[src/rtl/noc_input_port.sv]
// Router input port: flit FIFO, XY route computation on the head flit, and a
// wormhole FSM that holds the route from head to tail.
module noc_input_port #(
  parameter int FLIT_W  = 16,
  parameter int DEPTH   = 4,
  parameter int COORD_W = 3,
  parameter int MY_X    = 0,
  parameter int MY_Y    = 0
) (
  input  logic              clk,
  input  logic              reset,
  input  logic              in_valid,
  input  logic [FLIT_W-1:0] in_flit,
  output logic              in_ready,
  output logic              req_valid,
  output logic [2:0]        req_dir,
  output logic [FLIT_W-1:0] out_flit,
  input  logic              grant,
  output logic              err
);

  localparam int PW = $clog2(DEPTH);
  localparam int CW = PW + 1;
  localparam logic [COORD_W-1:0] MX = COORD_W'(MY_X);
  localparam logic [COORD_W-1:0] MY = COORD_W'(MY_Y);

  typedef enum logic {IDLE, ACTIVE} state_t;

  logic [FLIT_W-1:0]  mem_q [DEPTH];
  logic [PW-1:0]      wr_ptr_q, rd_ptr_q;
  logic [CW-1:0]      count_q, count_d;
  state_t             state_q;
  logic [2:0]         route_q, route_d;
  logic               err_q;

  logic [FLIT_W-1:0]  head;
  logic [1:0]         head_type;
  logic [COORD_W-1:0] dst_x, dst_y;
  logic               empty, push, pop, grant_pop, orphan, head_like;

  assign head      = mem_q[rd_ptr_q];
  assign head_type = head[FLIT_W-1 -: 2];
  assign dst_x     = head[COORD_W-1:0];
  assign dst_y     = head[2*COORD_W-1:COORD_W];
  assign head_like = head_type[1];  // head (10) or single (11)

  assign empty     = (count_q == '0);
  assign in_ready  = (count_q != CW'(DEPTH));
  assign push      = in_valid && in_ready;

  // In IDLE only a head/single may request; body/tail there is an orphan.
  assign req_valid = !empty && ((state_q == ACTIVE) || head_like);
  assign orphan    = (state_q == IDLE) && !empty && !head_like;
  assign grant_pop = grant && req_valid;
  assign pop       = grant_pop || orphan;

  assign out_flit  = head;
  assign err       = err_q;

  always_comb begin
    route_d = 3'd4;
    if (dst_x > MX)      route_d = 3'd0;
    else if (dst_x < MX) route_d = 3'd1;
    else if (dst_y > MY) route_d = 3'd2;
    else if (dst_y < MY) route_d = 3'd3;
  end

  always_comb begin
    req_dir = 3'd0;
    if (state_q == ACTIVE) req_dir = route_q;
    else if (req_valid)    req_dir = route_d;
  end

  always_comb begin
    count_d = count_q;
    case ({push, pop})
      2'b10:   count_d = count_q + CW'(1);
      2'b01:   count_d = count_q - CW'(1);
      default: count_d = count_q;
    endcase
  end

  // Storage carries no reset; occupancy is tracked by count_q.
  always_ff @(posedge clk) begin
    if (push) mem_q[wr_ptr_q] <= in_flit;
  end

  always_ff @(posedge clk) begin
    if (reset) begin
      wr_ptr_q <= '0;
      rd_ptr_q <= '0;
      count_q  <= '0;
      state_q  <= IDLE;
      route_q  <= 3'd0;
      err_q    <= 1'b0;
    end else begin
      count_q <= count_d;
      err_q   <= orphan;
      if (push) wr_ptr_q <= wr_ptr_q + PW'(1);
      if (pop)  rd_ptr_q <= rd_ptr_q + PW'(1);
      case (state_q)
        IDLE: if (grant_pop && head_type == 2'b10) begin
          state_q <= ACTIVE;
          route_q <= route_d;
        end
        ACTIVE: if (grant_pop && head_type == 2'b01) state_q <= IDLE;
        default: state_q <= IDLE;
      endcase
    end
  end

endmodule

[config.mk]
export PLATFORM = sky130hd
export DESIGN_NAME = noc_input_port
export DESIGN_NICKNAME = d
export VERILOG_FILES = /design/src/rtl/noc_input_port.sv
export SDC_FILE = /design/constraint.sdc
export NUM_CORES = 1
export LEC_CHECK = 0
export ABC_AREA = 1
export CORE_MARGIN = 10
export CORE_UTILIZATION = 61
export CTS_BUF_LIST = sky130_fd_sc_hd__clkbuf_8
export DETAILED_ROUTE_END_ITERATION = 8
export GPL_TIMING_DRIVEN = 0
export HOLD_SLACK_MARGIN = 0.06
export MAX_ROUTING_LAYER = met4
export PLACE_DENSITY = 0.87
export SYNTH_ARGS = -nofsm -noshare
export SYNTH_HDL_FRONTEND = slang
export SYNTH_SLANG_ARGS = --single-unit
[constraint.sdc]
create_clock -name clk -period 3.9 [get_ports clk]
set_input_delay 0.78 -clock clk [delete_from_list [all_inputs] [get_ports clk]]
set_output_delay 0.78 -clock clk [all_outputs]
set_load 0.01 [all_outputs]
Word-level counts from Yosys, hierarchy flattened --
Memory sizes are Yosys's and may differ from the RTL's. A register that Yosys moved wholly into a read port is not among the register bits. Index checks and enable logic that the tools add are counted.
Word-level totals: RAM bits 64, output and inout port bits 22, bits in registers 12, logic and storage cells 49, memories 1
Memories:
- mem_q | depth 4, bits a word 16, read ports 1, clocked after memory_dff 1, wr ports 1, line 29 | logic [FLIT_W-1:0] mem_q [DEPTH];
Operators by class: reduce and logical (&&, ||, !) cells 14, bitwise gates (word level) 1, eq/ne operators 5, add/sub/neg operators 4, muxes and demuxes 14, order comparisons 4
Operator list (count):
- 3-bit 2-to-1 mux | 6
- 1-bit logical AND | 7
- 3-bit by 1-bit > comparator with 1-bit output (second input constant) | 2
- 3-bit by 1-bit less-than comparator with 1-bit output (second input constant) | 2
- 3-bit case mux with 2 select lines | 1
- 2-bit by 1-bit adder with 2-bit output (second input constant) | 2
- 2-bit by 1-bit == test with 1-bit output (second input constant) | 2
- 2-bit == test (second input constant) | 2
- 1-bit 2-to-1 mux | 4
- 2-bit 2-to-1 mux | 2
- 3-bit by 1-bit adder with 3-bit output (second input constant) | 1
- 3-bit zero test | 1
- 3-bit != test (second input constant) | 1
- 3-bit by 1-bit subtractor with 3-bit output (second input constant) | 1
- 1-bit zero test | 2
- 1-bit logical OR | 2
- 1-bit case mux with 2 select lines | 1
- 2-bit AND reduction | 1
- 2-bit nonzero test | 1
- 1-bit inverter | 1

Longest topological paths before layout --
Gate-level depths: netlist (run 1).
depth in word-level cells 7, gate-level depth with buffers 14

Least setup slack after synthesis (run 1) --
No wires, ideal clock.
path type input -> register, start input port in_valid, end register count_q[2], data arrival time 1946 ps, data required time 3778 ps, library setup time 122 ps, setup slack 1831 ps, cell stages on the path 8, buffers on the path 0, cell sequence nand2_1 ha_1 inv_1 fa_1 a21oi_1 o21ai_0 o21ai_0 a21oi_1
Between the ends: cells in the longest elaborated chain, start to end 3
RTL lines:
- start: declaration | line 12 | input logic in_valid,
- 1-bit logical AND * | line 49 | assign push = in_valid && in_ready;
- 2-bit by 1-bit == test with 1-bit output / 2-bit == test (equally long branches) | line 76 | case ({push, pop})
- 3-bit case mux with 2 select lines / 2-bit nonzero test (equally long branches)
- end signal: assignment | line 97 | count_q <= count_d;
- end: declaration | line 31 | logic [CW-1:0] count_q, count_d;
Mark *: on every way between the ends. The rest lies on a longest branch, timed or not. A chain may end at the register's enable or synchronous reset.

==> results.yml, run 1 <==
setup_path:
  ff2ff_setup_slack_ns: 1.51
  crit_arrival_ns: 2.44
  crit_fanout: 10
  crit_required_ns: 3.12
  crit_type: "reg2out"
  cp-start-kind: "register"
  reg2regPathDepth: 13
  cp-end-kind: "output pin"
layout:
  fill_cells: 310
  diodes: 0
  area_growth_pct: 24.39
  nets: 357
  design_area_um2: 3905
  final_core_util_pct: 77.44
  drive_gt1_share_pct: 9.821
  final_cell_mix: "64 x edfxtp_1, 56 x nand2_1, 40 x clkdlybuf4s50_1, 30 x nor2_1, 24 x inv_1"
  final_common_cell: "edfxtp_1"
  final_cells: 406
pwr:
  power_mw: 2.776
  power_density_nw_per_um2: 710.8
  cellLeakagePower_nw: 1.481
  irDropWorstVdd_uv: 443.6
detailed_routing:
  drt-total-wl_um: 6791
  drtPass1Iterations: 5
  drc: 0
  avgRoutedWirePerCell_um: 16.73
  antenna_left: 0
  vias: 2215
  vias_per_cell: 5.456
  dr.first_iter.drc_count: 264
timing:
  fin_crit_sh_pct: 82.48
  fmax_mhz: 310.9
  drv_slew: 0
  finalSetupViolCount: 0
  hold_violations: 0
  fin_skew_ns: 0.01081
  worst_slack_ns: 0.6833
  period_minus_slack_ns: 3.217
  final.setup.tns_ns: 0
  holdWs_ns: 0.4673
  rsz0062_at_grt: "no"
  slew_headroom_pct: 39.06
  tightest_slew_ns: 0.9131
clock_tree:
  root_buffer: "clkbuf_8"
  cts_resized: 0
  clockBufferDepth: 2
  clock_latency_ns: 0.36
  htreeDepth: 3
  cts.hold.buffers_added: 0
  cts_tree: "yes"
  cts.clk_slew.worst_paths_ns: 0.08
  numCtsBuffers: 9
  post-cts-setup-buffers: 0
  cts_sinks: 77
die:
  die_height_um: 91.74
  rows: 26
  core-area_um2: 5042
  dieArea_um2: 8415
  die-width_um: 91.74
  pin_count: 42
  initial_core_util_pct: 62.26
grt:
  antenna_found_initial: 0
  grt_remaining_overflow: 0
  grt_max_degree: 17
  grt_pass1_vias: 2279
  grt_pass1_wl_um: 11330
  grt_usage_pct: 17.67
placed_design:
  placed_area_um2: 3667
  io_buffers: 40
  place_inst: 390
  hpwlAfterDp_um: 4245
  place_ws_ns: 1.102
  gp_congestion: 0.8030
synthesis:
  avgSynthCellArea_um2: 11.29
  synth_nets: 304
  synth_area_um2: 3139
  synth_cells: 278
  yosysWarnings: 0
  ys_seq_elements: 77
  synth.distinct_cells: 23
  ys_seq_area_share_pct: 69.51
hold_path:
  hp-class: "reg2reg"
  hold_depth: 2
run_status:
  status: "completed"
flow_run:
  max_cap_viol_count: 0
[path summary, 6_finish.rpt]
check / start / end
hold / removal: state_q / state_q
hold reg to reg: state_q / state_q
setup / recovery: register / req_dir[2]
setup reg to reg: register / count_q[2]
[worst max-delay path, stage by stage (launching register included)]
cell and delay (ns):
dfxtp_1 0.32, buf_6 0.14, inv_2 0.12, buf_2 0.25, nand3_1 0.10, nand2_1 0.11, nand2_1 0.12, nor3_2 0.23
nand2_1 0.07, o21ai_1 0.07, clkdlybuf4s50_1 0.55
[where the power goes]
| part | switching, mW | total, mW | internal [mW] |
|---|---|---|---|
| Combinational | 0.594 | 1.02 | 0.423 |
| Clock | 0.299 | 0.722 | 0.423 |
| Sequential | 0.0362 | 1.04 | 1.00 |
[routing by layer]
metal,routed length [µm],vias to the layer above,part of all wire (%),global-route usage [%]
met1,2615,1038,39,19.19
li1,-,1060,-,-
met4,158,0,2.3,7.969
met2,3457,99,51,29.80
met5,0,-,0,-
met3,560,18,8.2,4.727
[cells in the mapped netlist (all sizes together)]
| master | instances | area (µm²) |
|---|---|---|
| fa | 1 | 20.02 |
| buf | 9 | 60.06 |
| xor2 | 1 | 8.760 |
| ha | 5 | 62.56 |
| nor3 | 1 | 10.01 |
| o21ai | 24 | 120.1 |
| clkbuf | 1 | 3.750 |
| nor2 | 34 | 127.6 |
| a21boi | 1 | 7.510 |
| nand4 | 1 | 6.260 |
| nand3 | 23 | 115.1 |
| nand2 | 56 | 210.2 |
| conb | 1 | 3.750 |
| o211ai | 1 | 12.51 |
| a21oi | 9 | 45.04 |
| dfxtp | 13 | 260.3 |
| edfxtp | 64 | 1922 |
| inv | 25 | 93.84 |
| o22ai | 8 | 50.05 |
[sequential cells by signal (all words and copies together) (netlist names), named ones only]
signal    flops
mem_q        64
route_q       2
rd_ptr_q      2
count_q       3
wr_ptr_q      2
state_q       1
err           1
[final cells by class]
type,instances,area [µm²],area share (%)
plain buffers,10,63.81,1.634
clock buffers,9,123.9,3.172
clock inverters,7,113.9,2.916
inverters,25,93.84,2.403
multi-input cells,166,809.5,20.73
flip-flops and latches,77,2182,55.88
well taps,70,87.58,2.243
repair buffers,42,430.4,11.02
[cells by family (layout without fill, tap and decap cells)]
family	after synthesis	in the layout	share of synthesized area, %
DFF	77	77	69.51
xor gates and xnor gates	1	1	0.2790
buffers and inverters	35	93	5.022
and+or+nand+nor	115	115	14.95
adders and majority gates	6	6	2.631
other	1	1	0.1195
AOI/OAI and AO/OA	43	43	7.493
(Power assumes the default switching activity.)
==> inputs of run 2 (changes only) <==
- CORE_UTILIZATION: 61 -> 51
- PLACE_DENSITY: 0.87 -> 0.78
- clock period: 3.9 -> 2.9 ns (I/O delays scaled with it)
==> run 2 against run 1 <==
Net effect:
- utilization down 12 points
- via count fell by 3.4%
- combinational power grew 34%
- count of clock-buffer cells in the layout is the same
- flip-flop and latch count unchanged
- worst setup slack got worse by 0.57 ns
- worst hold slack better by 0.023 ns
- sequential power is 35% higher
==> results.yml, run 2 (synthesis results as in run 1) <==
placed_design:
  gp_congestion: 0.7475
  place_ws_ns: 0.2863
  io_buffers: 40
  placed_area_um2: 3689
  hpwlAfterDp_um: 4545
  place_inst: 396
setup_path:
  path_buf_inv: 4
  reg2reg_to: "count_q[2]"
  crit_path_cell_trace: "inv_2 -> buf_2 -> buf_2 -> nor2_1 -> o22ai_1 -> clkdlybuf4s50_1"
  crit_type: "reg2out"
  path_depth: 6
  crit_required_ns: 2.32
  path_common_cell: "buf_2"
  cp-end-kind: "output pin"
  crit_fanout: 10
  crit_family: "buffers and inverters"
  crit_slowest_cell: "clkdlybuf4s50_1"
  max_stage_delay_ns: 0.58
  reg2regPathDepth: 14
  ff2ff_setup_slack_ns: 0.65
  crit_arrival_ns: 2.21
  endpoint: "out_flit[11]"
  cp-start-kind: "register"
timing:
  rsz0062_at_grt: "no"
  period_minus_slack_ns: 2.788
  worst_slack_ns: 0.1121
  tightest_slew_ns: 0.9134
  drv_slew: 0
  finalSetupViolCount: 0
  fmax_mhz: 358.7
  final.setup.tns_ns: 0
  fin_crit_sh_pct: 96.14
  hold_violations: 0
  slew_headroom_pct: 39.04
  fin_skew_ns: 0.008778
detailed_routing:
  dr.first_iter.drc_count: 141
  avgRoutedWirePerCell_um: 16.19
  drtPass1Iterations: 4
  drt-total-wl_um: 6672
  antenna_left: 0
  drc: 0
  vias: 2139
  vias_per_cell: 5.192
layout:
  final_cell_mix: "64 x edfxtp_1, 56 x nand2_1, 38 x clkdlybuf4s50_1, 29 x nor2_1, 24 x inv_1"
  design_area_um2: 3889
  largest_reg_flops: 64
  regMostFlops: "mem_q"
  fill_cells: 466
  diodes: 0
  drive_gt1_share_pct: 10.39
  top_regs: "mem_q: 64 flops, count_q: 3 flops"
  nets: 358
  final_common_cell: "edfxtp_1"
  area_growth_pct: 23.87
  final_cells: 412
  final_core_util_pct: 65.29
die:
  die_height_um: 98.46
  initial_core_util_pct: 52.71
  pin_count: 42
  dieArea_um2: 9693
  core-area_um2: 5956
  rows: 28
  die-width_um: 98.46
grt:
  antenna_found_initial: 0
  grt_usage_pct: 14.65
  grt_max_degree: 17
  grt_pass1_vias: 2219
  grt_pass1_wl_um: 10850
  grt_remaining_overflow: 0
clock_tree:
  cts_sinks: 77
  cts_tree: "yes"
  cts.hold.buffers_added: 0
  post-cts-setup-buffers: 0
  numCtsBuffers: 9
  clockBufferDepth: 2
  clock_latency_ns: 0.35
  cts.clk_slew.worst_paths_ns: 0.08
  htreeDepth: 3
  root_buffer: "clkbuf_8"
pwr:
  irDropWorstVdd_uv: 507.7
  power_density_nw_per_um2: 906.2
  cellLeakagePower_nw: 1.507
hold_path:
  hp-class: "reg2reg"
run_status:
  status: "completed"
flow_run:
  max_cap_viol_count: 0
run 2: cell types whose count changed in the layout (fill, tap and decap cells not counted), sizes merged:
cell           delta
buf               +1
clkinv            +3
inv               -1
bufinv            -2
clkdlybuf4s50     -2
dlymetal6s2s      +2
run 2: area by class of cell:
type,instances,area (µm²),area share (%)
Inverter,25,96.34,2.477
Tap cell,75,93.84,2.413
Timing Repair Buffer,43,450.4,11.58
Clock buffer,9,123.9,3.185
Buffer,10,71.32,1.834
Sequential cell,77,2183,56.15
Clock inverter,7,57.56,1.480
Multi-Input combinational cell,166,812.0,20.88
run 2: metrics by stage:
step	hold slack (ns)	power, mW
floorplan	0.4336	2.172
global placement	0.4476	2.722
detailed placement	0.4815	2.780
CTS	0.4947	3.547
global route	0.5089	3.760
finish	0.4900	3.524
run 2: layer usage:
layer  vias up  routed length, µm  GRT usage [%]
met2        58               3369          22.64
met1      1009               2806          16.94
li1       1063                  -              -
met3         9                397          3.352
met4         0                 99          9.151
met5         -                  0              -
run 2: worst min path at each step:
stage / start / to / slack, ns / cells past startpoint
after floorplan: state_q / state_q / 0.43 / 2
after global placement: state_q / state_q / 0.45 / 2
after detailed placement: state_q / state_q / 0.48 / 2
after CTS: state_q / state_q / 0.49 / 2
after global routing: state_q / state_q / 0.51 / 2
final: state_q / state_q / 0.49 / 2
run 2: power breakdown:
part	switching, mW	internal [mW]
Sequential	0.0502	1.35
Clock	0.375	0.384
Combinational	0.785	0.582
run 2: tightest hold or removal path: stages (launching register included):
cell and delay, ns:
dfxtp_1 0.32, nand2_1 0.06, a21oi_1 0.06
run 2: repair_timing:
action / CTS / global route
pin swaps: 0 / 0
endpoints found under the setup margin: 2 / 5
hold endpoints to repair: 0 / 0
gates resized for setup: 3 / 6
